**src/rtl/deq_pkg.sv**
```systemverilog
// Shared widths, types and the reconstruction arithmetic for the dequantize/unbias stage.
// Build option: define DEQ_ROUND_EN to reconstruct the bin midpoint instead of the floor.
package deq_pkg;

    localparam int DIN_W  = 8;
    localparam int DOUT_W = 18;
    localparam int BIAS_W = 8;
    localparam int SHIFT  = 10;
    localparam int N_CH   = 4;
    localparam int CH_W   = $clog2(N_CH);
    localparam int CALC_W = DOUT_W + 1;

`ifdef DEQ_ROUND_EN
    localparam int ROUND_OFS = 1 << (SHIFT - 1);
`else
    localparam int ROUND_OFS = 0;
`endif

    typedef logic [DIN_W-1:0]         q_t;
    typedef logic signed [BIAS_W-1:0] bias_t;
    typedef logic [CH_W-1:0]          ch_t;
    typedef logic [DOUT_W-1:0]        dout_t;

    // One extra bit of headroom keeps the subtraction signed; the largest positive result
    // (255<<10 + 128 + 512) still fits in DOUT_W bits, so only the low side needs clamping.
    function automatic dout_t reconstruct(input q_t din, input bias_t bias);
        logic signed [CALC_W-1:0] scaled;
        logic signed [CALC_W-1:0] bias_ext;
        logic signed [CALC_W-1:0] acc;
        scaled   = $signed({1'b0, din, {SHIFT{1'b0}}});
        bias_ext = {{(CALC_W-BIAS_W){bias[BIAS_W-1]}}, bias};
        acc      = scaled - bias_ext + CALC_W'(ROUND_OFS);
        return acc[CALC_W-1] ? '0 : acc[DOUT_W-1:0];
    endfunction

endpackage

```
**src/rtl/dequantize_unbias_if.sv**
```systemverilog
// Stream-in, stream-out and bias-write signals of the dequantize/unbias stage.
// master = upstream/downstream environment, slave = the dequantizer.
interface dequantize_unbias_if;
    import deq_pkg::*;

    logic  bias_we;
    ch_t   bias_addr;
    bias_t bias_wdata;

    logic  din_valid;
    logic  din_ready;
    q_t    din;
    logic  din_last;

    logic  dout_valid;
    logic  dout_ready;
    dout_t dout;
    ch_t   dout_ch;
    logic  dout_last;

    modport master (
        output bias_we, bias_addr, bias_wdata,
        output din_valid, din, din_last,
        input  din_ready,
        input  dout_valid, dout, dout_ch, dout_last,
        output dout_ready
    );

    modport slave (
        input  bias_we, bias_addr, bias_wdata,
        input  din_valid, din, din_last,
        output din_ready,
        output dout_valid, dout, dout_ch, dout_last,
        input  dout_ready
    );

endinterface

```
**src/rtl/deq_bias_regfile.sv**
```systemverilog
// Per-channel signed bias table: one synchronous write port, one combinational read port.
// Writes to addresses outside 0..N_CH-1 match no entry and are dropped.
module deq_bias_regfile
    import deq_pkg::*;
(
    input  logic  clk,
    input  logic  rst_n,
    input  logic  we,
    input  ch_t   waddr,
    input  bias_t wdata,
    input  ch_t   raddr,
    output bias_t rdata
);

    bias_t regs [N_CH];

    always_ff @(posedge clk or negedge rst_n) begin
        if (!rst_n) begin
            for (int i = 0; i < N_CH; i++) begin
                regs[i] <= '0;
            end
        end else if (we) begin
            for (int i = 0; i < N_CH; i++) begin
                if (waddr == ch_t'(i)) begin
                    regs[i] <= wdata;
                end
            end
        end
    end

    // Read is taken before the write edge, so a same-cycle write is seen by the next accept only.
    assign rdata = regs[raddr];

endmodule

```
**src/rtl/dequantize_unbias.sv**
```systemverilog
// Rebuilds accumulator-domain values from 8-bit activations: max(0, (din<<SHIFT) - bias[ch]).
// Two-stage valid/ready pipeline; DEQ_ROUND_EN (in deq_pkg) adds the half-bin offset.
module dequantize_unbias
    import deq_pkg::*;
(
    input  logic                clk,
    input  logic                rst_n,
    dequantize_unbias_if.slave  bus
);

    logic  s1_valid;
    logic  s2_valid;
    logic  s1_adv;
    logic  s2_adv;
    logic  accept;

    ch_t   ch_cnt;
    bias_t rd_bias;

    q_t    s1_din;
    ch_t   s1_ch;
    logic  s1_last;
    bias_t s1_bias;

    dout_t s2_dout;
    ch_t   s2_ch;
    logic  s2_last;

    // Each stage may take a new word when it is empty or its occupant moves on.
    assign s2_adv = ~s2_valid | bus.dout_ready;
    assign s1_adv = ~s1_valid | s2_adv;
    assign accept = bus.din_valid & s1_adv;

    assign bus.din_ready  = s1_adv;
    assign bus.dout_valid = s2_valid;
    assign bus.dout       = s2_dout;
    assign bus.dout_ch    = s2_ch;
    assign bus.dout_last  = s2_last;

    deq_bias_regfile u_bias (
        .clk   (clk),
        .rst_n (rst_n),
        .we    (bus.bias_we),
        .waddr (bus.bias_addr),
        .wdata (bus.bias_wdata),
        .raddr (ch_cnt),
        .rdata (rd_bias)
    );

    // A frame boundary restarts channel numbering for the following word.
    always_ff @(posedge clk or negedge rst_n) begin
        if (!rst_n) begin
            ch_cnt <= '0;
        end else if (accept) begin
            if (bus.din_last || ch_cnt == ch_t'(N_CH - 1)) begin
                ch_cnt <= '0;
            end else begin
                ch_cnt <= ch_cnt + 1'b1;
            end
        end
    end

    always_ff @(posedge clk or negedge rst_n) begin
        if (!rst_n) begin
            s1_valid <= 1'b0;
            s1_din   <= '0;
            s1_ch    <= '0;
            s1_last  <= 1'b0;
            s1_bias  <= '0;
        end else if (s1_adv) begin
            s1_valid <= accept;
            if (accept) begin
                s1_din  <= bus.din;
                s1_ch   <= ch_cnt;
                s1_last <= bus.din_last;
                s1_bias <= rd_bias;
            end
        end
    end

    // Output registers only move when downstream can take the word, which keeps them stable under stall.
    always_ff @(posedge clk or negedge rst_n) begin
        if (!rst_n) begin
            s2_valid <= 1'b0;
            s2_dout  <= '0;
            s2_ch    <= '0;
            s2_last  <= 1'b0;
        end else if (s2_adv) begin
            s2_valid <= s1_valid;
            if (s1_valid) begin
                s2_dout <= reconstruct(s1_din, s1_bias);
                s2_ch   <= s1_ch;
                s2_last <= s1_last;
            end
        end
    end

endmodule

```
**src/flat_wrapper.sv**
```systemverilog
// flat-port wrapper written by rule: the top's interface ports become plain ports
module dequantize_unbias_flat import deq_pkg::*;
  (clk, rst_n, bus_bias_we, bus_bias_addr, bus_bias_wdata, bus_din_valid, bus_din, bus_din_last, bus_din_ready, bus_dout_valid, bus_dout, bus_dout_ch, bus_dout_last, bus_dout_ready);
  dequantize_unbias_if bus_i ();
  input  logic clk;
  input  logic rst_n;
  input wire logic [$bits(bus_i.bias_we)-1:0] bus_bias_we;
  input wire logic [$bits(bus_i.bias_addr)-1:0] bus_bias_addr;
  input wire logic [$bits(bus_i.bias_wdata)-1:0] bus_bias_wdata;
  input wire logic [$bits(bus_i.din_valid)-1:0] bus_din_valid;
  input wire logic [$bits(bus_i.din)-1:0] bus_din;
  input wire logic [$bits(bus_i.din_last)-1:0] bus_din_last;
  output wire logic [$bits(bus_i.din_ready)-1:0] bus_din_ready;
  output wire logic [$bits(bus_i.dout_valid)-1:0] bus_dout_valid;
  output wire logic [$bits(bus_i.dout)-1:0] bus_dout;
  output wire logic [$bits(bus_i.dout_ch)-1:0] bus_dout_ch;
  output wire logic [$bits(bus_i.dout_last)-1:0] bus_dout_last;
  input wire logic [$bits(bus_i.dout_ready)-1:0] bus_dout_ready;
  assign bus_i.bias_we = bus_bias_we;
  assign bus_i.bias_addr = bus_bias_addr;
  assign bus_i.bias_wdata = bus_bias_wdata;
  assign bus_i.din_valid = bus_din_valid;
  assign bus_i.din = bus_din;
  assign bus_i.din_last = bus_din_last;
  assign bus_din_ready = bus_i.din_ready;
  assign bus_dout_valid = bus_i.dout_valid;
  assign bus_dout = bus_i.dout;
  assign bus_dout_ch = bus_i.dout_ch;
  assign bus_dout_last = bus_i.dout_last;
  assign bus_i.dout_ready = bus_dout_ready;
  dequantize_unbias u_core (.clk(clk), .rst_n(rst_n), .bus(bus_i));
endmodule
```
**config.mk**
```make
export PLATFORM = sky130hd
export DESIGN_NAME = dequantize_unbias_flat
export DESIGN_NICKNAME = d
export VERILOG_FILES = /design/src/rtl/deq_pkg.sv /design/src/rtl/dequantize_unbias_if.sv /design/src/rtl/deq_bias_regfile.sv /design/src/rtl/dequantize_unbias.sv /design/src/flat_wrapper.sv
export SDC_FILE = /design/constraint.sdc
export NUM_CORES = 1
export LEC_CHECK = 0
export BUFFER_PORTS_ARGS = -buffer_cell sky130_fd_sc_hd__clkbuf_2
export CAP_MARGIN = 20
export CORE_ASPECT_RATIO = 0.5
export CORE_UTILIZATION = 57
export CTS_BUF_LIST = sky130_fd_sc_hd__clkbuf_16
export DETAILED_ROUTE_END_ITERATION = 16
export GPL_TIMING_DRIVEN = 0
export PLACE_DENSITY = 0.79
export RECOVER_POWER = 50
export SLEW_MARGIN = 0
export SYNTH_ARGS = -nofsm -noshare
export SYNTH_HDL_FRONTEND = slang
export SYNTH_SLANG_ARGS = --single-unit
```
**constraint.sdc**
```tcl
create_clock -name clk -period 2.87 [get_ports clk]
set_input_delay 0.1435 -clock clk [delete_from_list [all_inputs] [get_ports clk]]
set_output_delay 0.1435 -clock clk [all_outputs]
set_load 0.1 [all_outputs]
```
Word level (Yosys, flattened, before mapping). Cells that the tools add are included.

Bits of input ports: 24. Register bits: 76. Output and inout port bits: 23. Logic and storage cells: 40.

Multiplexer cells: 5. Reduce and logical (&&, ||, !) cells: 8. Equality and inequality tests: 4. Bitwise logic cells: 6. Order comparisons: 1. Add/sub/neg operators: 2.

Operators with widths (count): $sub A19 B8 Y19 (1); $mux W18 (1); $bmux W8 S2 (1); $mux W8 (2); $reduce_and A2 Y1 (6); $eq A2 B2 Y1 const B (3); $ge A3 B3 Y1 const B (1); $not A2 Y3 (1); $add A2 B1 Y2 const B (1); $eq A2 B1 Y1 const B (1); $logic_not A2 Y1 (1); $mux W2 (1); $not A1 Y1 (2); $or A1 B1 Y1 (2); $and A1 B1 Y1 (1); $logic_or A1 B1 Y1 (1).

Logic depth before layout (Yosys ltp).
Depth in word-level cells: 5. Mapped depth: 9. Mapped depth without buffers: 8.

By module. Synthesis repeated with hierarchy kept, for this count alone.

Cell total of the unflattened synthesis: 260. Area, all modules: 3599.7 µm².

Modules (own cells, without submodules): dequantize_unbias (seq. area each 1101.1 µm², area an instance 2198.4 µm², times used 1, cells each 182); deq_bias_regfile (seq. area each 800.8 µm², area an instance 1401.3 µm², times used 1, cells each 78).

Least setup slack after synthesis. Ideal clock, no wire load.

Path kind: reg2reg. Start: reg u_core.s2_valid (netlist: u_core.bus.dout_valid). End: reg u_core.s1_bias[0]. Cell stages (with the launch flop): 5. Arrival time: 3.138 ns. Setup slack: -0.393 ns. Library setup time: 0.125 ns. Path through: dfrtp_1 > nand3b_1 > nand2_1 > buf_1 > mux2_2.

Cells in the longest elaborated chain, start to end: 5.

RTL lines: start: declaration (line dequantize_unbias.sv:12) `logic s2_valid;`; start signal: assignment (line dequantize_unbias.sv:89) `s2_valid <= s1_valid;`; $not A1 Y1 * (line dequantize_unbias.sv:30) `assign s2_adv = ~s2_valid | bus.dout_ready;`; $or A1 B1 Y1 * (line dequantize_unbias.sv:30); $or A1 B1 Y1 * (line dequantize_unbias.sv:31) `assign s1_adv = ~s1_valid | s2_adv;`; via bus_din_ready (line flat_wrapper.sv:13) `output wire logic [$bits(bus_i.din_ready)-1:0] bus_din_ready;`; $and A1 B1 Y1 (line dequantize_unbias.sv:32) `assign accept = bus.din_valid & s1_adv;`; $reduce_and A2 Y1 (no source line) *; end signal: assignment (line dequantize_unbias.sv:76) `s1_bias <= rd_bias;`; end: declaration (line dequantize_unbias.sv:23) `bias_t s1_bias;`.

Mark *: on every way through the listed nets, which the timed path passes. The rest lies on a longest branch. A chain may end at the register's enable or synchronous reset.

Final worst setup path.
Start: reg u_core.s1_bias[7]. End: reg u_core.s2_dout[15] (netlist: u_core.bus.dout[15]).

Cells in the longest elaborated chain, start to end: 2.

RTL lines: $sub A19 B8 Y19 (line deq_pkg.sv:32) `acc = scaled - bias_ext + CALC_W'(ROUND_OFS);`; $mux W18 (line deq_pkg.sv:33) `return acc[CALC_W-1] ? '0 : acc[DOUT_W-1:0];`; end signal: assignment (line dequantize_unbias.sv:91) `s2_dout <= reconstruct(s1_din, s1_bias);`; end: declaration (line dequantize_unbias.sv:25) `dout_t s2_dout;`.

Every way passes these cells.

==> results.md <==
- Status: finished, violations left
- Violated checks: capacitance limit, slew limit
- Total power: between 4 and 5 mW
- Root Driver: clkbuf_16
- First DRT Iteration DRCs: between 70 and 80
- WL/cell: roughly 17 um
- Drt drc: 0
- Register-to-Register Setup Slack: between 100 and 150 ps
- Max_cap viols: 1
- Count of different cell masters after synthesis: 37
- Crit Path Category: register to register
- Initial antenna violation count: 0
- Setup TNS: 0 ps
- Synth Net Count: 291
- CTS Buf Count: 9
- Die Y: around 58 um
- Avg Cell Area, Syn: approximately 14 um2
- Area Growth Syn to Fin: 19.7%
- Post-synthesis cell count: 256
- Most frequent cell on the critical path: a21oi_1
- Max Root-Sink Buffers: 2
- Post-layout util: 0.740
- Slew @ Worst Pin: between 1500 and 2000 ps
- Layout Skew: 3.33 ps
- Core area: about 5700 um2
- HPWL after DPL: between 4000 and 5000 um
- Clk Latency, worst-skew pair: about 330 ps
- Peak VDD IR: roughly 0.00052 V
- Hold Crit Class: input pin to register
- Pins Over Slew Limit: 27
- Antenna cells: 0
- Total number of vias: 2300
- Fin crit period: approximately 2700 ps
- Worst R2R Start: u_core.s1_bias[7]
- Synth warnings: 0
- Die W: 113 um
- Worst r2r dst: u_core.bus.dout[15]
- HP Start: bus_din_valid
- Grt total ovfl: 0
- Hold path cells: 2
- Critical Path Max Stage Delay: approximately 470 ps
- Final worst path period share: 0.949
- Fin. Hold Viols: 0
- Gr usage total: 0.240
- H-tree depth: 3
- Sinks on Clock Net: between 70 and 80
- I/O pin cnt: 47
- Vias in the first global route: between 2000 and 2500
- # port buffers: 46
- Pre-Repair DR Iteration Count: 4
- CP arrival: approximately 3000 ps
- Yosys reg bits: 76
- # nets final: between 300 and 400
- Syn Std Cell Area: ~3500 um2
- Slew HR: -0.0863
- Setup crit end kind: register
- Die area: around 6600 um2
- Vias/cell: 5.62
- Leak pwr: about 1.9 nW
- CTS tree: built
- Antenna-violating nets left: 0
- Required time worst endpoint: between 3000 and 4000 ps
- Hold Crit Endpoint: u_core.s1_valid
- Worst path cell trace: clkinvlp_4 -> buf_4 -> ha_1 -> a21oi_1 -> o21ai_0 -> a21oi_1 -> o41a_1 -> mux2_4 -> buf_6 -> a22o_1
- First-pass GRT wire length: ~12000 um
- Clock slew at reported path FFs: about 50 ps
- Max frequency: around 370 MHz
- RSZ-0062 raised after global routing: false
- Finish-stage setup viols: 0
- Initial core utilization: 0.618
- DP Area: roughly 3900 um2
- Crit path buf inv count: 3
- Layout cells sized above 1: 0.409
- Worst path slowest cell: dfrtp_2
- Power Dens Cells: between 1000 and 1500 nW/um2
- Type of origin of the critical path: register
- Final GP Congestion: between 0.8 and 0.9
- Largest net degree at the start of global routing: just over 50
- Register area share after synthesis: 0.537
- Hold_ws: around 13 ps
- Crit path max-delay family: compound AO/OA/AOI/OAI gates
- Row count: 19
- R2r worst-path depth: 10
- CP max FO: 10
- Finished Cell Area: around 4200 um2
- Routed wire length: approximately 6800 um
state kept, by name (all words and copies together) (netlist names):
| name | flops |
|---|---|
| u_core.bus.dout | 18 |
| u_core.bus.dout_ch | 2 |
| u_core.bus.dout_last | 1 |
| u_core.bus.dout_valid | 1 |
| u_core.ch_cnt | 2 |
| u_core.s1_bias | 8 |
| u_core.s1_ch | 2 |
| u_core.s1_din | 8 |
| u_core.s1_last | 1 |
| u_core.s1_valid | 1 |
| u_core.u_bias.regs | 32 |
stage by stage:
stage | instances | setup slack (ps)
6_report | 409 | 145
5_1_grt | 409 | 9.65
4_1_cts | 405 | 80.7
3_5_place_dp | 388 | 113
3_3_place_gp | 386 | 229
2_1_floorplan | 256 | 3.15
how the worst max path moves through the flow:
stage	start	end	slack, ps	depth (start not counted)
global route	u_core.s1_bias[7]	u_core.bus.dout[5]	10	10
detailed placement	u_core.s1_bias[7]	u_core.bus.dout[5]	110	9
finish	u_core.s1_bias[7]	u_core.bus.dout[15]	150	10
global placement	u_core.s1_bias[7]	u_core.bus.dout[1]	230	9
floorplan	u_core.bus.dout_valid	u_core.s1_bias[0]	3	4
CTS	u_core.s1_bias[7]	u_core.bus.dout[15]	80	9
cells in the mapped netlist:
library cell	instances	area [um2]
o41a_1	1	11.3
nor4_4	1	21.3
a32o_1	1	10.0
buf_6	1	11.3
o21ai_1	1	5.00
xor2_1	4	35.0
mux4_2	8	180
o21ai_0	4	20.0
and2_1	1	6.26
nor3_1	2	10.0
nor2b_1	1	6.26
a22o_1	14	123
a31oi_1	1	6.26
nor3b_4	1	18.8
nand2_1	10	37.5
nand2b_1	7	43.8
mux2_4	1	15.0
nor3b_1	1	7.51
xnor2_1	8	70.1
a21oi_1	9	45.0
nor2_1	10	37.5
o41ai_1	1	8.76
nand3_1	2	10.0
and3_1	1	6.26
and4_1	1	8.76
mux2_2	55	619
a21o_1	4	30.0
nand3b_1	3	22.5
inv_1	4	15.0
ha_1	11	138
a221oi_1	1	8.76
buf_1	3	11.3
clkbuf_1	3	11.3
a211o_1	1	8.76
dfrtp_1	76	1900
nor4_1	2	12.5
o31a_1	1	8.76
where the power goes:
| group | switching, mW | internal [mW] |
|---|---|---|
| sequential | 0.222 | 1.37 |
| combinational | 1.52 | 0.775 |
| clock | 0.408 | 0.661 |
| total | 2.15 | 2.80 |
area by class of cell:
type                            instances  area, um2
Sequential cell                        76       1900
Multi-Input combinational cell        169       1590
Fill cell                             379       1490
Timing Repair Buffer                   53        303
Clock buffer                            9        225
Tap cell                               84        105
Clock inverter                          7       60.1
Buffer                                  7       33.8
Inverter                                4       18.8
layer usage:
layer,share of wire,vias up,routed length [um],global-route usage
met4,0.0050,0,34,0.0602
li1,-,1080,-,-
met2,0.50,38,3410,0.409
met5,0,-,0,0
met1,0.46,1180,3120,0.291
met3,0.040,2,276,0.0952
timing repair:
| item | 4_1_cts | 5_1_grt |
|---|---|---|
| gates resized for setup | 0 | 2 |
| buffers inserted | 0 | 4 |
| endpoints found under the setup margin | 0 | 13 |
| hold endpoints to repair | 26 | 0 |
| hold buffers | 1 | 0 |
layout by cell type, fill, tap and decap left out, types with 7 or more instances in the layout:
cell,n
a21oi_1,9
a22o_1,14
clkbuf_16,9
clkbuf_2,44
dfrtp_1,74
ha_1,11
mux2_2,55
mux4_2,8
nand2_1,10
nand2b_1,7
nor2_1,10
xnor2_1,8
cells by family after synthesis:
group,synth area share
buffers and inverters,0.0138
AOI/OAI and AO/OA,0.0805
DFF,0.537
muxes,0.230
xor gates and xnor gates,0.0297
and+or+nand+nor,0.0703
adders and majority gates,0.0389
Power figures use the tool's default switching activity.
